File: config.mk
export PLATFORM = sky130hd
export DESIGN_NAME = seq_multiplier
export DESIGN_NICKNAME = d
export VERILOG_FILES = /design/src/rtl/mult_pkg.sv /design/src/rtl/mult_acc_adder.sv /design/src/rtl/seq_multiplier.sv
export SDC_FILE = /design/constraint.sdc
export NUM_CORES = 1
export LEC_CHECK = 0
export ABC_AREA = 1
export CAP_MARGIN = 20
export CORE_MARGIN = 2
export CORE_UTILIZATION = 60
export DETAILED_ROUTE_END_ITERATION = 16
export PLACE_DENSITY_LB_ADDON = 0.15
export SLEW_MARGIN = 20
export SYNTH_ARGS = -nofsm -noshare
export SYNTH_HDL_FRONTEND = slang
export SYNTH_SLANG_ARGS = --single-unit
File: constraint.sdc
create_clock -name clk -period 4.1 [get_ports clk]
set_clock_uncertainty 0.2 [all_clocks]
set_input_delay 0.615 -clock clk [delete_from_list [all_inputs] [get_ports clk]]
set_output_delay 0.615 -clock clk [all_outputs]
set_load 0.01 [all_outputs]
File: src/rtl/mult_pkg.sv
// Shared types and helpers for the iterative shift-add multiplier.
package mult_pkg;

  typedef enum logic [1:0] {
    IDLE = 2'd0,
    CALC = 2'd1,
    DONE = 2'd2
  } mult_state_e;

  // Widest product the negate helper supports (WIDTH up to 128).
  localparam int unsigned MAX_PROD_W = 256;

  // Two's-complement negate when neg is set; callers zero-extend and keep the low bits.
  function automatic logic [MAX_PROD_W-1:0] cond_negate(
    input logic                  neg,
    input logic [MAX_PROD_W-1:0] value
  );
    return neg ? -value : value;
  endfunction

endpackage

File: src/rtl/mult_acc_adder.sv
// Shared accumulator adder: WIDTH + WIDTH -> WIDTH+1, kept separate so the carry scheme can be swapped.
module mult_acc_adder #(
  parameter int unsigned WIDTH = 16
) (
  input  logic [WIDTH-1:0] a,
  input  logic [WIDTH-1:0] b,
  output logic [WIDTH:0]   sum
);

  always_comb begin
    sum = {1'b0, a} + {1'b0, b};
  end

endmodule

File: src/rtl/seq_multiplier.sv
// Iterative shift-add multiplier: one multiplier bit per cycle through a single shared adder,
// signed operands handled by magnitude multiply plus final conditional negate.
module seq_multiplier #(
  parameter int unsigned WIDTH = 16
) (
  input  logic                 clk,
  input  logic                 rst_n,
  input  logic                 in_valid,
  output logic                 in_ready,
  input  logic                 signed_mode,
  input  logic [WIDTH-1:0]     md,
  input  logic [WIDTH-1:0]     mr,
  input  logic                 abort,
  output logic                 out_valid,
  input  logic                 out_ready,
  output logic [2*WIDTH-1:0]   product,
  output logic                 busy
);
  import mult_pkg::*;

  localparam int unsigned PW    = 2 * WIDTH;
  localparam int unsigned CNT_W = $clog2(WIDTH);
  localparam logic [CNT_W-1:0] LAST_STEP = CNT_W'(WIDTH - 1);

  mult_state_e       state_q, state_d;
  logic [WIDTH-1:0]  md_mag_q, md_mag_d;
  logic [WIDTH-1:0]  mr_q, mr_d;
  logic [WIDTH-1:0]  acc_hi_q, acc_hi_d;
  logic              neg_q, neg_d;
  logic [CNT_W-1:0]  count_q, count_d;
  logic [PW-1:0]     product_q, product_d;

  logic              md_is_neg, mr_is_neg;
  logic [WIDTH-1:0]  md_abs, mr_abs;
  logic [WIDTH-1:0]  addend;
  logic [WIDTH:0]    step_sum;
  logic [PW-1:0]     final_acc;
  logic [MAX_PROD_W-1:0] negated_unused;
  logic [PW-1:0]     final_product;

  always_comb begin
    md_is_neg = signed_mode & md[WIDTH-1];
    mr_is_neg = signed_mode & mr[WIDTH-1];
    md_abs    = md_is_neg ? -md : md;
    mr_abs    = mr_is_neg ? -mr : mr;
    addend    = mr_q[0] ? md_mag_q : '0;
  end

  mult_acc_adder #(
    .WIDTH (WIDTH)
  ) u_acc_adder (
    .a   (acc_hi_q),
    .b   (addend),
    .sum (step_sum)
  );

  // acc_hi_q holds the post-shift upper half, whose top bit is always zero, so only
  // WIDTH bits are stored; the WIDTH+1-bit pre-shift value lives in step_sum.
  always_comb begin
    final_acc      = {step_sum, mr_q[WIDTH-1:1]};
    negated_unused = cond_negate(neg_q, {{(MAX_PROD_W - PW){1'b0}}, final_acc});
    final_product  = negated_unused[PW-1:0];
  end

  always_comb begin
    state_d   = state_q;
    md_mag_d  = md_mag_q;
    mr_d      = mr_q;
    acc_hi_d  = acc_hi_q;
    neg_d     = neg_q;
    count_d   = count_q;
    product_d = product_q;
    unique case (state_q)
      IDLE: begin
        if (in_valid && !abort) begin
          md_mag_d = md_abs;
          mr_d     = mr_abs;
          neg_d    = signed_mode & (md[WIDTH-1] ^ mr[WIDTH-1]);
          acc_hi_d = '0;
          count_d  = '0;
          state_d  = CALC;
        end
      end
      CALC: begin
        if (abort) begin
          product_d = '0;
          count_d   = '0;
          state_d   = IDLE;
        end else begin
          acc_hi_d = step_sum[WIDTH:1];
          mr_d     = {step_sum[0], mr_q[WIDTH-1:1]};
          count_d  = count_q + CNT_W'(1);
          if (count_q == LAST_STEP) begin
            product_d = final_product;
            state_d   = DONE;
          end
        end
      end
      DONE: begin
        if (abort) begin
          product_d = '0;
          state_d   = IDLE;
        end else if (out_ready) begin
          state_d = IDLE;
        end
      end
      default: state_d = IDLE;
    endcase
  end

  always_ff @(posedge clk or negedge rst_n) begin
    if (!rst_n) begin
      state_q   <= IDLE;
      md_mag_q  <= '0;
      mr_q      <= '0;
      acc_hi_q  <= '0;
      neg_q     <= 1'b0;
      count_q   <= '0;
      product_q <= '0;
    end else begin
      state_q   <= state_d;
      md_mag_q  <= md_mag_d;
      mr_q      <= mr_d;
      acc_hi_q  <= acc_hi_d;
      neg_q     <= neg_d;
      count_q   <= count_d;
      product_q <= product_d;
    end
  end

  always_comb begin
    in_ready  = (state_q == IDLE);
    out_valid = (state_q == DONE);
    busy      = (state_q != IDLE);
    product   = product_q;
  end

endmodule

==> run metrics <==
Setup Total Neg Slack 0 ns; largest net degree at the start of global routing 78; VDD IR-drop max 0.000276 V; Die ar. 11,000 um2; via/cell ratio 5.60; first-pass GRT wire length 27.1 mm; maxcap violations 0; Fin. Hold Viols 0; run status finished, final reports clean; Worst setup SP type flip-flop; Netlist cell types 39; Reg clk slew, reported paths 0.09 ns; TritonRoute pass-1 iters 5; RSZ-0062 raised after global routing false; Setup Crit Path Kind reg -> reg; fraction of layout cells with a size suffix above 1 8.42%; Sink Count 87; chip height 105 um; Final HPWL DP 12.6 mm; Chip Width 105 um; register area share after synthesis 35.8%; Ys Warns 0; fin. max-slew vios 0; detailed-route wire length 16.5 mm; Final setup viols 0; Initial DRC Count 496; Critical Path End Type flip-flop; final period utilization 75.3%; Diodes inserted 0; clk buf depth 2; Tmin final 3.09 ns; row cnt 36; All-Layer GR Usage 30.8%; TritonCTS clock tree done; #FFs+latches synth 87; RD Place Congestion 0.947; Post-Layout Inst Area 7140 um2; TritonCTS Buffers 9; antenna violations before repair 0; clock root buffer clkbuf_8; Port Buffers 72; # resized after CTS 0; pwr dens 672 nW/um2; final-layout fill cell count 846; Routed Antenna Nets 0; worst-path fanout max 17; WL/cell 15.1 um; Netlist Area Pre-Place 6090 um2; Area Growth Syn to Fin 17.3%; Mapped Cells 891; Syn Nets 950; Hold WC Path Type reg -> reg; f_max 324 MHz; worst path arrival time 3.16 ns; H-tree levels 3; Final Net Count 1,018; total gr overflow 0; # DRC 0; Slew @ Worst Pin 0.508 ns; placed cell area 6920 um2; Skew-Pair Late Insertion Delay 0.38 ns; vias in the first global route 5,761; Starting Density 62.0%; Core ar. 9820 um2; Slew headroom 66.1%; IO Pins 73; mean post-synth cell area 6.83 um2; leakage 3.63 nW; Req. time, crit path 4.17 ns; DR vias 6,128
logic make-up (layout without fill, tap and decap cells):
group	Yosys count	in the layout	share of synthesized area, %
DFF	87	87	35.8
adders and majority gates	21	21	4.44
AOI/OAI and AO/OA	160	160	14.6
xor gates and xnor gates	29	29	4.17
and+or+nand+nor	455	455	32.2
buffers and inverters	139	210	8.86
metal layers:
layer  vias to the layer above  GRT usage (%)  routed length, um
met2                       282           49.2               7530
met3                        35           5.55               1330
li1                       2989              -                  -
met1                      2822           42.5               7210
met4                         0           10.4                412
met5                         -              0                  0
area by class of cell:
type	instances	area (um2)	area share, %
clock buffers	9	124	1.73
clock inverters	5	60.1	0.841
inverters	115	432	6.05
multi-input cells	665	3370	47.2
flip-flops and latches	87	2180	30.5
well taps	133	166	2.33
repair buffers	81	808	11.3
layout by cell type, fill, tap and decap left out, types with 12 or more instances in the layout:
master and instances:
nand2_2 17, nor2_1 67, clkdlybuf4s50_1 71, inv_2 17, nand3_1 50, o21ai_0 95
nand2_1 280, o211ai_1 12, dfrtp_1 87, xor2_1 27, ha_1 20, a21oi_1 30
inv_1 98
synthesized netlist by cell type (all sizes together):
cell,count,area [um2]
and2,3,18.8
buf,10,55.1
o221ai,1,8.76
clkbuf,14,52.6
o21ai,102,526
a31oi,4,25.0
nor4,2,12.5
or2,2,12.5
xor2,27,236
o2bb2ai,1,8.76
a22o,1,8.76
fa,1,20.0
nand4,9,56.3
nand3b,1,7.51
dfrtp,87,2180
inv,115,432
nor3,6,30.0
o211ai,13,103
o21a,1,7.51
xnor2,2,17.5
o31ai,6,45.0
nor2,80,353
ha,20,250
nand3,53,288
nand2,299,1180
a21oi,31,159
stage by stage:
step / power, mW / util [%] / hold WS (ns) / cells / worst slack (ns)
floorplan: 3.23 / - / 0.119 / 891 / 1.51
CTS: 4.75 / 72.3 / 0.231 / 1093 / 1.03
global placement: 4.04 / 70.5 / 0.263 / 1079 / 1.09
global route: 5.18 / 72.7 / 0.306 / 1095 / 0.806
finish: 4.80 / 72.7 / 0.287 / 1095 / 1.01
detailed placement: 4.14 / 70.5 / 0.264 / 1079 / 1.04
sequential cells by signal, indices dropped and copies added, names as in the netlist:
register and cells:
neg_q 1, mr_q 16, state_q 2, acc_hi_q 16, product 32, md_mag_q 16
count_q 4
power by group:
part / leakage, nW / switching [mW] / internal, mW / total [mW]
clock: 0.0968 / 0.328 / 0.278 / 0.607
combinational: 2.41 / 1.72 / 1.00 / 2.72
sequential: 1.13 / 0.277 / 1.19 / 1.47
worst max-delay path: stages (launching register included):
cell     delay (ns)
dfrtp_1        0.67
nand2_1        0.09
inv_1          0.07
ha_1           0.23
fa_1           0.48
inv_1          0.13
nand4_1        0.17
nor2_2         0.19
nand2_2        0.09
nor2_4         0.15
nand2_4        0.10
o21ai_4        0.16
nand3_1        0.09
nand3_1        0.11
nand2_1        0.05
path summary, 6_finish.rpt:
check / from / depth (start not counted) / slack [ns] / endpoint
min in group asynchronous: rst_n / 2 / 0.48 / acc_hi_q[10]
min: product[30] / 2 / 0.29 / product[30]
max reg2reg: mr_q[0] / 14 / 1.01 / product[29]
max in group asynchronous: rst_n / 4 / 2.38 / count_q[1]
min reg2reg: product[30] / 2 / 0.29 / product[30]
max: mr_q[0] / 14 / 1.01 / product[29]
timing repair:
item,4_1_cts,5_1_grt
endpoints found under the hold margin,0,24
setup buffers,0,0
hold buffers,0,1
Note: power is estimated with default switching activity, not from simulation.
